[config.mk]
export PLATFORM = sky130hd
export DESIGN_NAME = uart_status_tx_flat
export DESIGN_NICKNAME = d
export VERILOG_FILES = /design/src/rtl/uart_status_pkg.sv /design/src/rtl/uart_status_tx_if.sv /design/src/rtl/uart_tx_byte.sv /design/src/rtl/uart_status_tx.sv /design/src/flat_wrapper.sv
export SDC_FILE = /design/constraint.sdc
export NUM_CORES = 1
export LEC_CHECK = 0
export ABC_AREA = 1
export BUFFER_PORTS_ARGS = -buffer_cell sky130_fd_sc_hd__buf_4
export CORE_UTILIZATION = 50
export CTS_CLUSTER_SIZE = 30
export DETAILED_ROUTE_END_ITERATION = 7
export PLACE_DENSITY = 0.64
export SYNTH_ARGS = -nofsm -noshare
export SYNTH_HDL_FRONTEND = slang
export SYNTH_HIERARCHICAL = 1
export SYNTH_SLANG_ARGS = --single-unit
[constraint.sdc]
create_clock -name clock_i -period 5.4 [get_ports clock_i]
set_clock_uncertainty 0.15 [all_clocks]
set_input_delay 1.08 -clock clock_i [delete_from_list [all_inputs] [get_ports clock_i]]
set_output_delay 1.08 -clock clock_i [all_outputs]
set_load 0.02 [all_outputs]
[src/rtl/uart_status_pkg.sv]
// Shared constants and state encodings for the UART status transmitter.
package uart_status_pkg;

  localparam logic [7:0] SYNC_BYTE   = 8'hA5;
  localparam int         FRAME_BYTES = 4;

  typedef enum logic [1:0] {IDLE, SEND, DONE} top_state_e;
  typedef enum logic [1:0] {S_IDLE, S_START, S_DATA, S_STOP} ser_state_e;

  function automatic logic [7:0] frame_checksum(input logic [7:0] b0,
                                                input logic [7:0] b1,
                                                input logic [7:0] b2);
    return b0 ^ b1 ^ b2;
  endfunction

endpackage

[src/rtl/uart_status_tx_if.sv]
// Status inputs and UART outputs of the status transmitter.
interface uart_status_tx_if #(
  parameter int COUNT_WIDTH = 4
);
  logic                   enable_i;
  logic [7:0]             channels_i;
  logic [COUNT_WIDTH-1:0] ones_count_i;
  logic                   tx_o;
  logic                   busy_o;
  logic                   frame_done_o;

  modport master (output enable_i, channels_i, ones_count_i,
                  input  tx_o, busy_o, frame_done_o);
  modport slave  (input  enable_i, channels_i, ones_count_i,
                  output tx_o, busy_o, frame_done_o);
endinterface

[src/rtl/uart_tx_byte.sv]
// 8N1 byte serialiser; a new byte may be accepted on the last stop-bit cycle
// so consecutive bytes are contiguous on the line.
module uart_tx_byte
  import uart_status_pkg::*;
#(
  parameter int BAUD_DIV = 104
) (
  input  logic       clock_i,
  input  logic       reset_n_i,
  input  logic [7:0] data_i,
  input  logic       start_i,
  output logic       tx_o,
  output logic       ready_o,
  output logic       done_o
);
  localparam int              CNT_W    = $clog2(BAUD_DIV);
  localparam logic [CNT_W-1:0] CNT_LAST = CNT_W'(BAUD_DIV - 1);

  ser_state_e       state_q, state_d;
  logic [CNT_W-1:0] cnt_q, cnt_d;
  logic [2:0]       bit_q, bit_d;
  logic [7:0]       shift_q, shift_d;
  logic             tx_q, tx_d;
  logic             bit_end;

  assign bit_end = (cnt_q == CNT_LAST);
  assign ready_o = (state_q == S_IDLE) || ((state_q == S_STOP) && bit_end);
  assign done_o  = (state_q == S_STOP) && bit_end;
  assign tx_o    = tx_q;

  // NOTE: every _d gets a default first so no path leaves it unassigned (no latch).
  always_comb begin
    state_d = state_q;
    bit_d   = bit_q;
    shift_d = shift_q;
    cnt_d   = (state_q == S_IDLE || bit_end) ? '0 : cnt_q + 1'b1;

    case (state_q)
      S_START: if (bit_end) begin
        state_d = S_DATA;
        bit_d   = '0;
      end
      S_DATA: if (bit_end) begin
        shift_d = shift_q >> 1;
        bit_d   = bit_q + 3'd1;
        if (bit_q == 3'd7) state_d = S_STOP;
      end
      S_STOP: if (bit_end) state_d = S_IDLE;
      default: ;
    endcase

    if (start_i && ready_o) begin
      state_d = S_START;
      cnt_d   = '0;
      bit_d   = '0;
      shift_d = data_i;
    end

    // Line level is registered from the next state to keep tx_o glitch-free.
    tx_d = (state_d == S_DATA) ? shift_d[0] : (state_d != S_START);
  end

  // NOTE: sequential state uses non-blocking assignments only.
  always_ff @(posedge clock_i or negedge reset_n_i) begin
    if (!reset_n_i) begin
      state_q <= S_IDLE;
      cnt_q   <= '0;
      bit_q   <= '0;
      shift_q <= '0;
      tx_q    <= 1'b1;
    end else begin
      state_q <= state_d;
      cnt_q   <= cnt_d;
      bit_q   <= bit_d;
      shift_q <= shift_d;
      tx_q    <= tx_d;
    end
  end

endmodule

[src/rtl/uart_status_tx.sv]
// Sends {SYNC, channels, ones, checksum} frames on channel change or heartbeat.
module uart_status_tx
  import uart_status_pkg::*;
#(
  parameter int CLOCK_HZ         = 1000000,
  parameter int BAUD_RATE        = 9600,
  parameter int BAUD_DIV         = CLOCK_HZ / BAUD_RATE,
  parameter int HEARTBEAT_CYCLES = 100000,
  parameter int COUNT_WIDTH      = 4
) (
  input  logic              clock_i,
  input  logic              reset_n_i,
  uart_status_tx_if.slave   bus
);
  localparam int            HB_W     = (HEARTBEAT_CYCLES > 1) ? $clog2(HEARTBEAT_CYCLES) : 1;
  localparam logic [HB_W-1:0] HB_LAST = HB_W'((HEARTBEAT_CYCLES > 0) ? HEARTBEAT_CYCLES - 1 : 0);
  localparam logic [1:0]    LAST_IDX = 2'(FRAME_BYTES - 1);

  top_state_e             state_q, state_d;
  logic [1:0]             idx_q, idx_d;
  logic [7:0]             last_q, last_d;
  logic                   pending_q, pending_d;
  logic [HB_W-1:0]        hb_q, hb_d;
  logic [7:0]             ch_snap_q, ch_snap_d;
  logic [COUNT_WIDTH-1:0] ones_snap_q, ones_snap_d;

  logic       ser_start, ser_ready, ser_done, ser_tx;
  logic [7:0] ser_data;
  logic [1:0] next_idx;
  logic       hb_hit, trigger;

  // Bytes 1..3 are issued after the snapshot registers have been loaded.
  function automatic logic [7:0] frame_byte(input logic [1:0] idx,
                                            input logic [7:0] ch,
                                            input logic [COUNT_WIDTH-1:0] ones);
    case (idx)
      2'd0:    return SYNC_BYTE;
      2'd1:    return ch;
      2'd2:    return 8'(ones);
      default: return frame_checksum(SYNC_BYTE, ch, 8'(ones));
    endcase
  endfunction

  assign next_idx = (state_q == IDLE) ? 2'd0 : idx_q + 2'd1;
  assign ser_data = frame_byte(next_idx, ch_snap_q, ones_snap_q);
  assign hb_hit   = (HEARTBEAT_CYCLES != 0) && (hb_q == HB_LAST);
  assign trigger  = bus.enable_i && ser_ready &&
                    ((bus.channels_i != last_q) || pending_q || hb_hit);

  always_comb begin
    state_d     = state_q;
    idx_d       = idx_q;
    last_d      = last_q;
    pending_d   = pending_q;
    hb_d        = hb_q;
    ch_snap_d   = ch_snap_q;
    ones_snap_d = ones_snap_q;
    ser_start   = 1'b0;

    case (state_q)
      IDLE: begin
        if (bus.enable_i && hb_q != HB_LAST) hb_d = hb_q + 1'b1;
        if (trigger) begin
          ser_start   = 1'b1;
          state_d     = SEND;
          idx_d       = 2'd0;
          ch_snap_d   = bus.channels_i;
          ones_snap_d = bus.ones_count_i;
          last_d      = bus.channels_i;
          pending_d   = 1'b0;
          hb_d        = '0;
        end
      end
      SEND: begin
        if (bus.channels_i != last_q) pending_d = 1'b1;
        if (ser_done) begin
          if (idx_q == LAST_IDX) begin
            state_d = DONE;
          end else begin
            ser_start = 1'b1;
            idx_d     = idx_q + 2'd1;
          end
        end
      end
      default: state_d = IDLE;
    endcase
  end

  always_ff @(posedge clock_i or negedge reset_n_i) begin
    if (!reset_n_i) begin
      state_q     <= IDLE;
      idx_q       <= '0;
      last_q      <= 8'h00;
      pending_q   <= 1'b0;
      hb_q        <= '0;
      ch_snap_q   <= '0;
      ones_snap_q <= '0;
    end else begin
      state_q     <= state_d;
      idx_q       <= idx_d;
      last_q      <= last_d;
      pending_q   <= pending_d;
      hb_q        <= hb_d;
      ch_snap_q   <= ch_snap_d;
      ones_snap_q <= ones_snap_d;
    end
  end

  uart_tx_byte #(.BAUD_DIV(BAUD_DIV)) u_ser (
    .clock_i   (clock_i),
    .reset_n_i (reset_n_i),
    .data_i    (ser_data),
    .start_i   (ser_start),
    .tx_o      (ser_tx),
    .ready_o   (ser_ready),
    .done_o    (ser_done)
  );

  assign bus.tx_o         = ser_tx;
  assign bus.busy_o       = (state_q == SEND);
  assign bus.frame_done_o = (state_q == DONE);

endmodule

[src/flat_wrapper.sv]
// flat-port wrapper written by rule: the top's interface ports become plain ports
module uart_status_tx_flat import uart_status_pkg::*;
#(
  parameter int CLOCK_HZ         = 1000000,
  parameter int BAUD_RATE        = 9600,
  parameter int BAUD_DIV         = CLOCK_HZ / BAUD_RATE,
  parameter int HEARTBEAT_CYCLES = 100000,
  parameter int COUNT_WIDTH      = 4
)
  (clock_i, reset_n_i, bus_enable_i, bus_channels_i, bus_ones_count_i, bus_tx_o, bus_busy_o, bus_frame_done_o);
  uart_status_tx_if #(.COUNT_WIDTH(COUNT_WIDTH)) bus_i ();
  input  logic clock_i;
  input  logic reset_n_i;
  input wire logic [$bits(bus_i.enable_i)-1:0] bus_enable_i;
  input wire logic [$bits(bus_i.channels_i)-1:0] bus_channels_i;
  input wire logic [$bits(bus_i.ones_count_i)-1:0] bus_ones_count_i;
  output wire logic [$bits(bus_i.tx_o)-1:0] bus_tx_o;
  output wire logic [$bits(bus_i.busy_o)-1:0] bus_busy_o;
  output wire logic [$bits(bus_i.frame_done_o)-1:0] bus_frame_done_o;
  assign bus_i.enable_i = bus_enable_i;
  assign bus_i.channels_i = bus_channels_i;
  assign bus_i.ones_count_i = bus_ones_count_i;
  assign bus_tx_o = bus_i.tx_o;
  assign bus_busy_o = bus_i.busy_o;
  assign bus_frame_done_o = bus_i.frame_done_o;
  uart_status_tx #(.CLOCK_HZ(CLOCK_HZ), .BAUD_RATE(BAUD_RATE), .BAUD_DIV(BAUD_DIV), .HEARTBEAT_CYCLES(HEARTBEAT_CYCLES), .COUNT_WIDTH(COUNT_WIDTH)) u_core (.clock_i(clock_i), .reset_n_i(reset_n_i), .bus(bus_i));
endmodule
Yosys cells after proc, flatten, opt, wreduce, memory -nomap -nowiden
Cells that the tools add are included.
{"block": "totals", "out_inout_bits": 3, "reg_bits": 55, "word_cells": 99}
{"block": "op_classes", "add_sub_neg": 4, "n_bitwise": 2, "mux": 35, "n_reduce_logical": 24, "n_eq_ne": 22}
{"cell": "$mux 17", "count": 2}
{"cell": "$mux 2", "count": 12}
{"cell": "$mux 8", "count": 3}
{"cell": "$pmux 8 s3", "count": 1}
{"cell": "$add 17x1->17 const B", "count": 1}
{"cell": "$eq 17x17->1 const B", "count": 1}
{"cell": "$ne 17x17->1 const B", "count": 1}
{"cell": "$mux 7", "count": 2}
{"cell": "$eq 2x2->1 const B", "count": 6}
{"cell": "$ne 2x1->1 const B", "count": 5}
{"cell": "$mux 3", "count": 3}
{"cell": "$reduce_and 3->1", "count": 3}
{"cell": "$ne 8x8->1", "count": 1}
{"cell": "$pmux 2 s2", "count": 2}
{"cell": "$reduce_bool 2->1", "count": 4}
{"cell": "$xor 8x4->8", "count": 1}
{"cell": "$add 7x1->7 const B", "count": 1}
{"cell": "$eq 7x7->1 const B", "count": 1}
{"cell": "$eq 2x1->1 const B", "count": 3}
{"cell": "$logic_not 2->1", "count": 3}
{"cell": "$mux 1", "count": 6}
{"cell": "$ne 3x3->1 const B", "count": 2}
{"cell": "$pmux 2 s3", "count": 1}
{"cell": "$pmux 3 s2", "count": 1}
{"cell": "other kinds (11)", "count": 21}

Logic depth before layout (Yosys ltp)
Gate-level depths: netlist of run 1.
{"block": "depth", "depth_word": 11, "depth_mapped": 15}

Cells and area by module
Netlist of run 1, hierarchy kept.
{"module": "uart_status_tx", "instances": 1, "cells_each": 309, "area_per_inst_um2": 2157.1}
{"module": "uart_tx_byte", "instances": 1, "cells_each": 122, "area_per_inst_um2": 1087.3}

Worst setup path after synthesis of run 1
OpenSTA, ideal clock, no wires.
{"block": "synth_path", "kind": "input-to-reg", "startpoint": "input port bus_channels_i[5]", "endpoint": "register u_core.u_ser.tx_q (netlist: u_core/u_ser/tx_o)", "setup_time_ns": 0.060, "slack_ns": 2.871, "stages": 15, "t_arrival_ns": 2.319, "path_cell_list": "inv_1 nand2_1 nand2_1 nor2_1 nand2_1 nor2_1 nand2_2 nand3_4 nand2_1 buf_2 nand3_4 nand2_2 nor2_1 nand2_1 nand2_1"}
{"block": "synth_between", "elab_chain_cells": 10}
{"element": "start, declared", "line": "flat_wrapper.sv:15", "source": "input wire logic [$bits(bus_i.channels_i)-1:0] bus_channels_i;"}
{"element": "$ne 8x8->1 *", "line": "uart_status_tx.sv:48", "source": "((bus.channels_i != last_q) || pending_q || hb_hit);"}
{"element": "$logic_or 1x1->1 * (2 in series)", "line": "uart_status_tx.sv:48"}
{"element": "$logic_and 1x1->1 *", "line": "uart_status_tx.sv:47", "source": "assign trigger = bus.enable_i && ser_ready &&"}
{"element": "$mux 1 *", "line": "uart_status_tx.sv:63", "source": "if (trigger) begin"}
{"element": "$pmux 1 s2 *", "line": "uart_status_tx.sv:60", "source": "case (state_q)"}
{"element": "net u_core.ser_start", "line": "uart_status_tx.sv:27", "source": "logic ser_start, ser_ready, ser_done, ser_tx;"}
{"element": "$logic_and 1x1->1 *", "line": "uart_tx_byte.sv:52", "source": "if (start_i && ready_o) begin"}
{"element": "$mux 2 *", "line": "uart_tx_byte.sv:52"}
{"element": "net u_core.u_ser.state_d[0]", "line": "uart_tx_byte.sv:19", "source": "ser_state_e state_q, state_d;"}
{"element": "$ne 2x1->1 / $eq 2x2->1 (equally long branches)", "line": "uart_tx_byte.sv:60", "source": "tx_d = (state_d == S_DATA) ? shift_d[0] : (state_d != S_START);"}
{"element": "$mux 1 *", "line": "uart_tx_byte.sv:60"}
{"element": "net u_core.u_ser.tx_d", "line": "uart_tx_byte.sv:23", "source": "logic tx_q, tx_d;"}
{"element": "end signal, assigned", "line": "uart_tx_byte.sv:76", "source": "tx_q <= tx_d;"}
{"element": "end, declared", "line": "uart_tx_byte.sv:23"}
Mark *: on every way through the listed nets, which the timed path passes. The rest lies on a longest branch.
A chain may end at the register's enable or synchronous reset.

Worst setup path after layout of run 1
{"block": "layout_path", "startpoint": "register u_core.u_ser.cnt_q[0]", "endpoint": "register u_core.u_ser.tx_q (netlist: u_core/u_ser/tx_o)"}
{"block": "layout_between", "elab_chain_cells": 11}
{"element": "start, declared", "line": "uart_tx_byte.sv:20", "source": "logic [CNT_W-1:0] cnt_q, cnt_d;"}
{"element": "start signal, assigned", "line": "uart_tx_byte.sv:73", "source": "cnt_q <= cnt_d;"}
{"element": "$eq 7x7->1 *", "line": "uart_tx_byte.sv:26", "source": "assign bit_end = (cnt_q == CNT_LAST);"}
{"element": "$logic_and 1x1->1 *", "line": "uart_tx_byte.sv:27", "source": "assign ready_o = (state_q == S_IDLE) || ((state_q == S_STOP) && bit_end);"}
{"element": "$logic_or 1x1->1 *", "line": "uart_tx_byte.sv:27"}
{"element": "net u_core.ser_ready", "line": "uart_status_tx.sv:27"}
{"element": "$logic_and 1x1->1 * (2 in series)", "line": "uart_status_tx.sv:47"}
{"element": "$mux 1 *", "line": "uart_status_tx.sv:63"}
{"element": "$pmux 1 s2 *", "line": "uart_status_tx.sv:60"}
{"element": "net u_core.ser_start", "line": "uart_status_tx.sv:27"}
{"element": "$logic_and 1x1->1 *", "line": "uart_tx_byte.sv:52"}
{"element": "$mux 2 *", "line": "uart_tx_byte.sv:52"}
{"element": "net u_core.u_ser.state_d[0]", "line": "uart_tx_byte.sv:19"}
{"element": "$ne 2x1->1 / $eq 2x2->1 (equally long branches)", "line": "uart_tx_byte.sv:60"}
{"element": "$mux 1 *", "line": "uart_tx_byte.sv:60"}
{"element": "net u_core.u_ser.tx_d", "line": "uart_tx_byte.sv:23"}
Mark *: on every way through the listed nets, which the timed path passes. The rest lies on a longest branch. The select of a mux whose other input is x is not followed.

==> results of run 1 <==
## worst max-delay path, cell delays in order, from the launching register on
cell	delay, ns
dfrtp_1	0.40
ha_1	0.19
nand2_2	0.12
nor2_8	0.13
nand2_4	0.10
o21ai_4	0.28
nand2_1	0.08
inv_1	0.12
nand3_4	0.30
nand2_1	0.48
nand3_4	0.21
nand2_2	0.13
nand2_1	0.05
nand2_1	0.05
nand2_1	0.05
## cells by family after synthesis
family                     Yosys count  synth area share [%]
buffers and inverters               61                  8.41
AOI/OAI and AO/OA                   30                  6.36
adders and majority gates            5                  1.93
xor gates and xnor gates             8                  2.16
and+or+nand+nor                    272                  38.7
DFF                                 55                  42.5
## power breakdown
group / leakage (nW) / internal, mW / switching, mW / total (mW)
combinational: 1.12 / 0.00867 / 0.0140 / 0.0227
sequential: 0.646 / 0.412 / 0 / 0.412
clock: 0.0402 / 0.0907 / 0.139 / 0.230
## metrics by stage
| stage | instances | instance area [µm²] |
|---|---|---|
| 5_1_grt | 524 | 3490 |
| 6_report | 524 | 3490 |
| 3_5_place_dp | 516 | 3400 |
| 2_1_floorplan | 431 | 3240 |
| 3_3_place_gp | 516 | 3400 |
| 4_1_cts | 524 | 3490 |
## metal layers
| layer | vias to the layer above | track usage (%) | routed length [µm] |
|---|---|---|---|
| met5 | - | 0 | 0 |
| met4 | 0 | 6.72 | 105 |
| met3 | 9 | 3.63 | 172 |
| met2 | 37 | 34.4 | 2720 |
| met1 | 1181 | 28.8 | 3150 |
| li1 | 1384 | - | - |
## layout make-up
type                    count  area share, %
clock buffers               5           1.97
clock inverters             3          0.574
inverters                  54           5.92
multi-input cells         315           45.7
flip-flops and latches     55           39.5
well taps                  75           2.69
repair buffers             17           3.66
## flip-flops by register name (all words and copies together) (netlist names)
| name | cells |
|---|---|
| u_core/pending_q | 1 |
| u_core/ch_snap_q | 8 |
| u_core/u_ser/cnt_q | 7 |
| u_core/u_ser/shift_q | 8 |
| u_core/ones_snap_q | 4 |
| u_core/idx_q | 2 |
| u_core/u_ser/state_q | 2 |
| u_core/u_ser/tx_o | 1 |
| u_core/state_q | 2 |
| u_core/hb_q | 17 |
| u_core/u_ser/bit_q | 3 |
## cell usage after synthesis, types with 5 or more instances
| master | number | area share (%) |
|---|---|---|
| nand2_1 | 137 | 16 |
| dfrtp_1 | 54 | 42 |
| inv_1 | 52 | 6.0 |
| nor2_1 | 49 | 5.7 |
| nand3_1 | 40 | 6.2 |
| o21ai_0 | 13 | 2.0 |
| nor3_1 | 10 | 1.5 |
| o21ai_2 | 10 | 2.7 |
| nand2_2 | 9 | 1.7 |
| nand4_1 | 6 | 1.2 |
| xor2_1 | 6 | 1.6 |
| buf_6 | 5 | 1.7 |
| ha_1 | 5 | 1.9 |
## path summary, 6_finish.rpt
path,start,endpoint,slack [ns],depth (start not counted)
max,u_core/u_ser/cnt_q[0],u_core/u_ser/tx_o,2.47,14
min,u_core/u_ser/cnt_q[0],u_core/u_ser/cnt_q[0],0.34,1
max reg2reg,u_core/u_ser/cnt_q[0],u_core/u_ser/tx_o,2.47,14
min reg2reg,u_core/u_ser/cnt_q[0],u_core/u_ser/cnt_q[0],0.34,1
max in group asynchronous,reset_n_i,u_core/ch_snap_q[7],3.97,1
min in group asynchronous,reset_n_i,u_core/hb_q[14],0.67,1
==> summary.md, run 1 <==
| Metric | Value |
|---|---|
| Synth-to-Final Area Change | `7.52%` |
| Fraction of final layout cells with drive strength greater than 1 | `between 10% and 20%` |
| Final worst slack | `between 2 and 2.5 ns` |
| P per Cell Area | `around 190 nW/µm²` |
| Final hold vios | `0` |
| Reg clk slew, reported paths | `0.11 ns` |
| Commonest cells after routing, fill and taps aside | `137 x nand2_1, 54 x dfrtp_1, 52 x inv_1, 49 x nor2_1, 40 x nand3_1` |
| Max Clock Freq | `between 0.3 and 0.4 GHz` |
| Hold buffers post-CTS | `0` |
| CTS Buf Count | `5` |
| Startpoint Class | `flop` |
| Ys async rst share | `100%` |
| Largest net degree at the start of global routing | `between 50 and 60` |
| RSZ-0062 raised after global routing | `false` |
| Overall Global Routing Usage | `between 20% and 30%` |
| Setup CP Type | `flop to flop` |
| Util after Layout | `a little under three fifths` |
| Fin crit period | `just under 3 ns` |
| Critical Path RT | `about 5.5 ns` |
| Setup TNS Final | `0 ns` |
| First-pass GRT wire length | `10900 µm` |
| Sequential Area | `1380 µm²` |
| Final wirelength | `about 6100 µm` |
| Leakage | `1.81 nW` |
| WL/cell | `11.7 µm` |
| First drt pass iteration count | `4` |
| Final slew viol count | `0` |
| Setup WS pre-CTS | `2.19 ns` |
| Post-Syn Nets | `451` |
| Count of different cell masters after synthesis | `34` |
| Synthesized area per cell | `about 7.5 µm²` |
| Worst Tran Pin Value | `0.705 ns` |
| Root Buffer | `clkbuf_8` |
| Most common cell after layout, fill and taps aside | `nand2_1` |
| PnR Total Power | `~0.66 mW` |
| Max-cap viol count | `0` |
| Final nets | `roughly 470` |
| # diodes | `0` |
| DIE AREA | `about 6800 µm²` |
| Area of the mapped netlist | `approximately 3200 µm²` |
| VDD IR-drop max | `0.138 mV` |
| Hold_ws | `roughly 0.34 ns` |
| Post-DR vias/cell | `4.98` |
| Cell Rows | `28` |
| Grt total ovfl | `0` |
| Worst-skew pair later-pin latency | `roughly 0.31 ns` |
| Vias in the first global route | `approximately 2400` |
| Post-route clock period utilization | `54.2%` |
| Hold WC Path Type | `flop to flop` |
| RePlAce Congestion | `~0.84` |
| Yosys warns | `6` |
| Primary FF master, synth | `dfrtp_1` |
| Post-synth EDFFs | `0` |
| Status | `finished clean` |
| I/O pin total | `18` |
| Initial Utilization | `between 50% and 60%` |
| Fill cells | `around 600` |
| Clock tree buffer depth | `2` |
| Post_cts resized | `0` |
| Die Height | `82.6 µm` |
| DRC | `0` |
| Core ar. | `roughly 6000 µm²` |
| Initial antenna violation count | `0` |
| Seq/Total Area, Yosys | `between 40 and 50%` |
| Antenna Nets Post-Route | `0` |
| H-tree Lvls | `2` |
| Setup Viol. Count Final | `0` |
| Max-slew headroom | `between 50% and 60%` |
| Yosys reg bits | `55` |
| Syn Inst Count | `around 430` |
| Num Clock Sinks | `between 50 and 60` |
| Area of the multi-input gates | `between 1500 and 2000 µm²` |
| Post-DP HPWL | `between 4000 and 5000 µm` |
| Setup crit end kind | `flop` |
| Post-CTS Repair Setup Buffers | `0` |
| Critical path peak fanout | `28` |
| Vias | `between 2000 and 3000` |
| TritonCTS clock tree | `built` |
| Initial DRC Count | `154` |
| I/O Buffers | `17` |
| CP arrival | `approximately 3.0 ns` |
| Die Width | `82.6 µm` |
No activity file was read; power rests on OpenSTA's default activity.
==> inputs of run 2 (changes only) <==
==> constraint.sdc (replaced) <==
create_clock -name clock_i -period 2.9 [get_ports clock_i]
set_clock_uncertainty 0.15 [all_clocks]
set_input_delay 0.58 -clock clock_i [delete_from_list [all_inputs] [get_ports clock_i]]
set_output_delay 0.58 -clock clock_i [all_outputs]
set_load 0.02 [all_outputs]
==> summary.md, run 2 (same netlist as run 1, synthesis figures left out) <==
| Metric | Value |
|---|---|
| M1 GR Usage | `between 20% and 30%` |
| Die Width | `roughly 83 µm` |
| Worst Tran Pin Value | `0.696 ns` |
| Worst-case reg-to-reg path depth | `14` |
| Setup Viol. Count Final | `0` |
| Worst-skew pair later-pin latency | `0.32 ns` |
| H-tree Lvls | `2` |
| TritonCTS clock tree | `built` |
| Clock tree buffer depth | `2` |
| Post-CTS Repair Setup Buffers | `0` |
| CP arrival | `between 2 and 3 ns` |
| Hold WC Path Type | `input port to async pin` |
| Max-cap viol count | `0` |
| Final hold vios | `0` |
| Critical path peak fanout | `16` |
| Post_cts resized | `0` |
| Critical Path RT | `~3.0 ns` |
| Switching share of power | `approximately a quarter` |
| Root Buffer | `clkbuf_8` |
| Final worst slack | `0.357 ns` |
| Post-DP HPWL | `~4700 µm` |
| VDD IR-drop max | `~0.27 mV` |
| Setup TNS Final | `0 ns` |
| First drt pass iteration count | `4` |
| Flop pwr share | `around three fifths` |
| GR Util met3 | `under 10%` |
| Vias | `2652` |
| RSZ-0062 raised after global routing | `false` |
| Initial antenna violation count | `0` |
| Startpoint Class | `flop` |
| Setup crit end kind | `flop` |
| Die Height | `just over 80 µm` |
| # diodes | `0` |
| Top Registers | `u_core/hb_q x17, u_core/ch_snap_q x8, u_core/u_ser/shift_q x8` |
| Initial DRC Count | `141` |
| Reg clk slew, reported paths | `roughly 0.11 ns` |
| Hold buffers post-CTS | `0` |
| Most common cell after layout, fill and taps aside | `nand2_1` |
| Commonest cells after routing, fill and taps aside | `137 x nand2_1, 54 x dfrtp_1, 52 x inv_1, 49 x nor2_1, 40 x nand3_1` |
| First-pass GRT wire length | `11000 µm` |
| Final wirelength | `~6500 µm` |
| P per Cell Area | `360 nW/µm²` |
| Met2 Track Usage GR | `35.8%` |
| Synth-to-Final Area Change | `8.21%` |
| I/O pin total | `18` |
| Fraction of final layout cells with drive strength greater than 1 | `14.6%` |
| Status | `finished clean` |
| Initial Utilization | `approximately 53%` |
| Reg2reg start | `u_core/u_ser/cnt_q[0]` |
| Overall Global Routing Usage | `21.3%` |
| Largest net degree at the start of global routing | `56` |
| Post-DR vias/cell | `~5.0` |
| RePlAce Congestion | `around 0.83` |
| I/O Buffers | `17` |
| WL/cell | `roughly 12 µm` |
| Leakage | `1.82 nW` |
| Largest register FFs | `17` |
| Comb pwr share | `3.3%` |
| CTS Buf Count | `5` |
| Worst r2r dst | `u_core/u_ser/tx_o` |
| Clock power share | `between 30% and 40%` |
| Num Clock Sinks | `55` |
| Max Clock Freq | `between 0.3 and 0.4 GHz` |
| DRC | `0` |
| Antenna Nets Post-Route | `0` |
| Core ar. | `6100 µm²` |
| Post-route clock period utilization | `~88%` |
| Most used routing layer | `met2` |
| Fill cells | `~580` |
| Vias in the first global route | `about 2500` |
| Largest register by flop count | `u_core/hb_q` |
| Grt total ovfl | `0` |
| Setup CP Type | `flop to flop` |
| Final nets | `between 400 and 500` |
| DIE AREA | `around 6800 µm²` |
| Max-slew headroom | `53.6%` |
| Cell Rows | `28` |
| R2R Setup Slk | `around 0.36 ns` |
| Fin crit period | `2.54 ns` |
| Int Power | `~0.96 mW` |
| Switch Pwr | `slightly above 0.3 mW` |
| Setup WS pre-CTS | `around 0.37 ns` |
| Final slew viol count | `0` |
-- run 2: cell count changes in the layout (fill, tap and decap cells not counted), sizes merged --
cell | previous run | this run
buf | 17 | 19
inv | 53 | 54
clkinvlp | 2 | 1
-- run 2: worst max-delay path by stage --
stage | start | end | cells past startpoint
floorplan | u_core/u_ser/cnt_q[0] | u_core/u_ser/tx_o | 15
global placement | u_core/u_ser/cnt_q[0] | u_core/u_ser/tx_o | 14
detailed placement | u_core/u_ser/cnt_q[0] | u_core/u_ser/tx_o | 14
CTS | u_core/u_ser/cnt_q[0] | u_core/u_ser/tx_o | 14
global route | u_core/u_ser/cnt_q[0] | u_core/u_ser/tx_o | 14
finish | u_core/u_ser/cnt_q[0] | u_core/u_ser/tx_o | 14
-- run 2: metrics by stage --
| step | area [µm²] | hold slack, ns | util, % | std cells | power (mW) |
|---|---|---|---|---|---|
| after global routing | 3510 | 0.202 | 57.6 | 526 | 1.31 |
| after detailed placement | 3410 | 0.306 | 56.0 | 518 | 0.826 |
| after floorplan | 3240 | 0.134 | - | 431 | 0.792 |
| after CTS | 3510 | 0.178 | 57.6 | 526 | 1.28 |
| after global placement | 3410 | 0.294 | 56.0 | 518 | 0.825 |
| final | 3510 | 0.152 | 57.6 | 526 | 1.26 |
-- run 2: cell type report --
cell class	count	area (µm²)	share of cell area [%]
tap	75	93.8	2.67
timing repair buffer	19	143	4.06
clock buffer	5	68.8	1.96
multi-input combinational	315	1590	45.4
inverter	54	206	5.88
clock inverter	3	27.5	0.784
sequential	55	1380	39.2
-- run 2: power by group through the flow --
stage	registers [mW]	logic [mW]	clock network (mW)
floorplan	0.782	0.0108	0
finish	0.766	0.0423	0.455
CTS	0.767	0.0446	0.472
detailed placement	0.781	0.0445	0
global placement	0.781	0.0437	0
global route	0.767	0.0495	0.498
-- run 2: critical path, stage by stage (launching register included) --
cell	delay, ns
dfrtp_1	0.38
ha_1	0.19
nand2_2	0.13
nor2_8	0.13
nand2_4	0.09
o21ai_4	0.28
nand2_1	0.08
inv_1	0.12
nand3_4	0.21
nand2_1	0.23
buf_4	0.21
nand3_2	0.09
nand2_2	0.08
nand2_1	0.06
nand2_1	0.05
-- run 2: routing by layer --
layer / vias to the layer above / part of all wire (%)
met5: - / 0
met4: 0 / 0.87
met3: 7 / 3.6
met2: 49 / 46
met1: 1206 / 50
li1: 1390 / -
==> inputs of run 3 (changes only) <==
--- a/config.mk
+++ b/config.mk
@@ -11,6 +11,7 @@
 export CTS_CLUSTER_SIZE = 30
 export DETAILED_ROUTE_END_ITERATION = 7
 export PLACE_DENSITY = 0.64
+export RECOVER_POWER = 50
 export SYNTH_ARGS = -nofsm -noshare
 export SYNTH_HDL_FRONTEND = slang
 export SYNTH_HIERARCHICAL = 1
==> summary.md, run 3 (same netlist as run 1, synthesis figures left out) <==
| Metric | Value |
|---|---|
| Hold WC Path Type | `input port to flop` |
| Core ar. | `~6000 µm²` |
| Setup Viol. Count Final | `0` |
| Post-DR vias/cell | `5.04` |
| Post-route design area | `between 3000 and 4000 µm²` |
| Commonest cells after routing, fill and taps aside | `137 x nand2_1, 54 x dfrtp_1, 52 x inv_1, 49 x nor2_1, 40 x nand3_1` |
| Most used cell, CP | `nand2_1` |
| Vias in the first global route | `around 2500` |
| RePlAce Congestion | `approximately 0.83` |
| H-tree Lvls | `2` |
| Initial DRC Count | `141` |
| Post-route clock period utilization | `between 80% and 90%` |
| CP arrival | `around 2.7 ns` |
| Most common cell after layout, fill and taps aside | `nand2_1` |
| Fin crit period | `around 2.5 ns` |
| RSZ-0062 raised after global routing | `false` |
| Final slew viol count | `0` |
| DRC | `0` |
| DIE AREA | `approximately 7000 µm²` |
| WL/cell | `around 12 µm` |
| Post-DP HPWL | `about 4700 µm` |
| Worst-skew pair later-pin latency | `between 0.3 and 0.4 ns` |
| VDD IR-drop max | `around 0.27 mV` |
| Largest register FFs | `17` |
| Vias | `2653` |
| Leakage | `between 1.5 and 2 nW` |
| Worst Tran Pin Value | `roughly 1.4 ns` |
| Clock power share | `roughly 36%` |
| I/O pin total | `18` |
| Num Clock Sinks | `55` |
| Largest register by flop count | `u_core/hb_q` |
| Comb pwr share | `between 3 and 4%` |
| Int Power | `slightly below 1 mW` |
| Setup CP Type | `flop to flop` |
| Initial Utilization | `between 50% and 60%` |
| Post_cts resized | `0` |
| I/O Buffers | `17` |
| Fraction of final layout cells with drive strength greater than 1 | `approximately 15%` |
| Setup TNS Final | `0 ns` |
| Final Non-Filler Cells | `526` |
| Critical path peak fanout | `16` |
| PnR Total Power | `between 1 and 1.5 mW` |
| Die Width | `~83 µm` |
| Die Height | `approximately 83 µm` |
| Max Clock Freq | `between 0.3 and 0.4 GHz` |
| Top Registers | `u_core/hb_q x17, u_core/ch_snap_q x8, u_core/u_ser/shift_q x8` |
| Final hold vios | `0` |
| Startpoint Class | `flop` |
| Placed insts | `between 500 and 600` |
| Final wirelength | `between 6000 and 7000 µm` |
| Switch Pwr | `between 0.3 and 0.4 mW` |
| First drt pass iteration count | `4` |
| # diodes | `0` |
| Switching share of power | `24.0%` |
| TritonCTS clock tree | `built` |
| Hold buffers post-CTS | `0` |
| Worst path max stage delay | `approximately 0.38 ns` |
| Antenna Nets Post-Route | `0` |
| Reg clk slew, reported paths | `0.11 ns` |
| P per Cell Area | `360 nW/µm²` |
| Critical Path RT | `slightly above 3 ns` |
| Max-cap viol count | `0` |
| Hold_ws | `0.300 ns` |
| Clock tree buffer depth | `2` |
| Setup crit end kind | `flop` |
| Fill cells | `between 500 and 600` |
| Post-CTS Repair Setup Buffers | `0` |
| Overall Global Routing Usage | `between 20% and 30%` |
| CTS Buf Count | `5` |
| Grt total ovfl | `0` |
| Post-DP Area | `about 3400 µm²` |
| Largest net degree at the start of global routing | `56` |
| Root Buffer | `clkbuf_8` |
| Final nets | `470` |
| CP cell instances | `ha_1 -> nand2_2 -> nor2_8 -> nand2_4 -> o21ai_4 -> nand2_1 -> inv_1 -> nand3_4 -> nand2_1 -> buf_4 -> nand3_2 -> nand2_2 -> nand2_1 -> nand2_1` |
| Initial antenna violation count | `0` |
| Crit-path slowest cell | `dfrtp_1` |
| Flop pwr share | `60.7%` |
| Cell Rows | `28` |
| First-pass GRT wire length | `between 10000 and 15000 µm` |
| Synth-to-Final Area Change | `8.14%` |
| Max-slew headroom | `roughly 8.5%` |
| Status | `finished clean` |
run 3: metal layers:
| metal | wire length, µm | GRT usage [%] |
|---|---|---|
| met5 | 0 | 0 |
| met4 | 56 | 5.17 |
| met3 | 209 | 3.30 |
| met2 | 2940 | 35.8 |
| met1 | 3250 | 28.8 |
run 3: final cells by class:
type | instances | area [µm²] | share of cell area, %
Clock buffer | 5 | 68.8 | 1.96
Clock inverter | 3 | 27.5 | 0.785
Inverter | 54 | 206 | 5.88
Multi-Input combinational cell | 315 | 1590 | 45.4
Sequential cell | 55 | 1380 | 39.3
Tap cell | 75 | 93.8 | 2.67
Timing Repair Buffer | 19 | 140 | 3.99
run 3: power groups by stage:
stage               Clock (mW)  Sequential (mW)  Combinational, mW
finish                   0.455            0.767             0.0418
global placement             0            0.781             0.0437
global route             0.498            0.767             0.0491
CTS                      0.472            0.767             0.0446
floorplan                    0            0.782             0.0108
detailed placement           0            0.781             0.0445
run 3: path summary, 6_finish.rpt:
| path | depth (start not counted) | slack (ns) | endpoint | startpoint |
|---|---|---|---|---|
| min in group asynchronous | 1 | 0.41 | u_core/hb_q[12] | reset_n_i |
| min reg2reg | 1 | 0.32 | u_core/u_ser/cnt_q[0] | u_core/u_ser/cnt_q[0] |
| max in group asynchronous | 1 | 1.37 | u_core/u_ser/bit_q[2] | reset_n_i |
| max | 14 | 0.36 | u_core/u_ser/tx_o | u_core/u_ser/cnt_q[0] |
| min | 3 | 0.30 | u_core/ones_snap_q[0] | bus_ones_count_i[0] |
| max reg2reg | 14 | 0.36 | u_core/u_ser/tx_o | u_core/u_ser/cnt_q[0] |
run 3: per-stage QoR:
step	util [%]	setup slack [ns]
floorplan	-	0.606
global placement	56.0	0.457
detailed placement	56.0	0.371
CTS	57.6	0.351
global route	57.6	0.107
finish	57.6	0.357
run 3: worst max-delay path: cells and delay by family (launching register included):
family	cells	cell delay, ns
buffers and inverters	2	0.33
flip-flops	1	0.38
adder cells (fa/ha/maj)	1	0.19
AND/OR/NAND/NOR	10	1.15
AO/OA/AOI/OAI	1	0.28
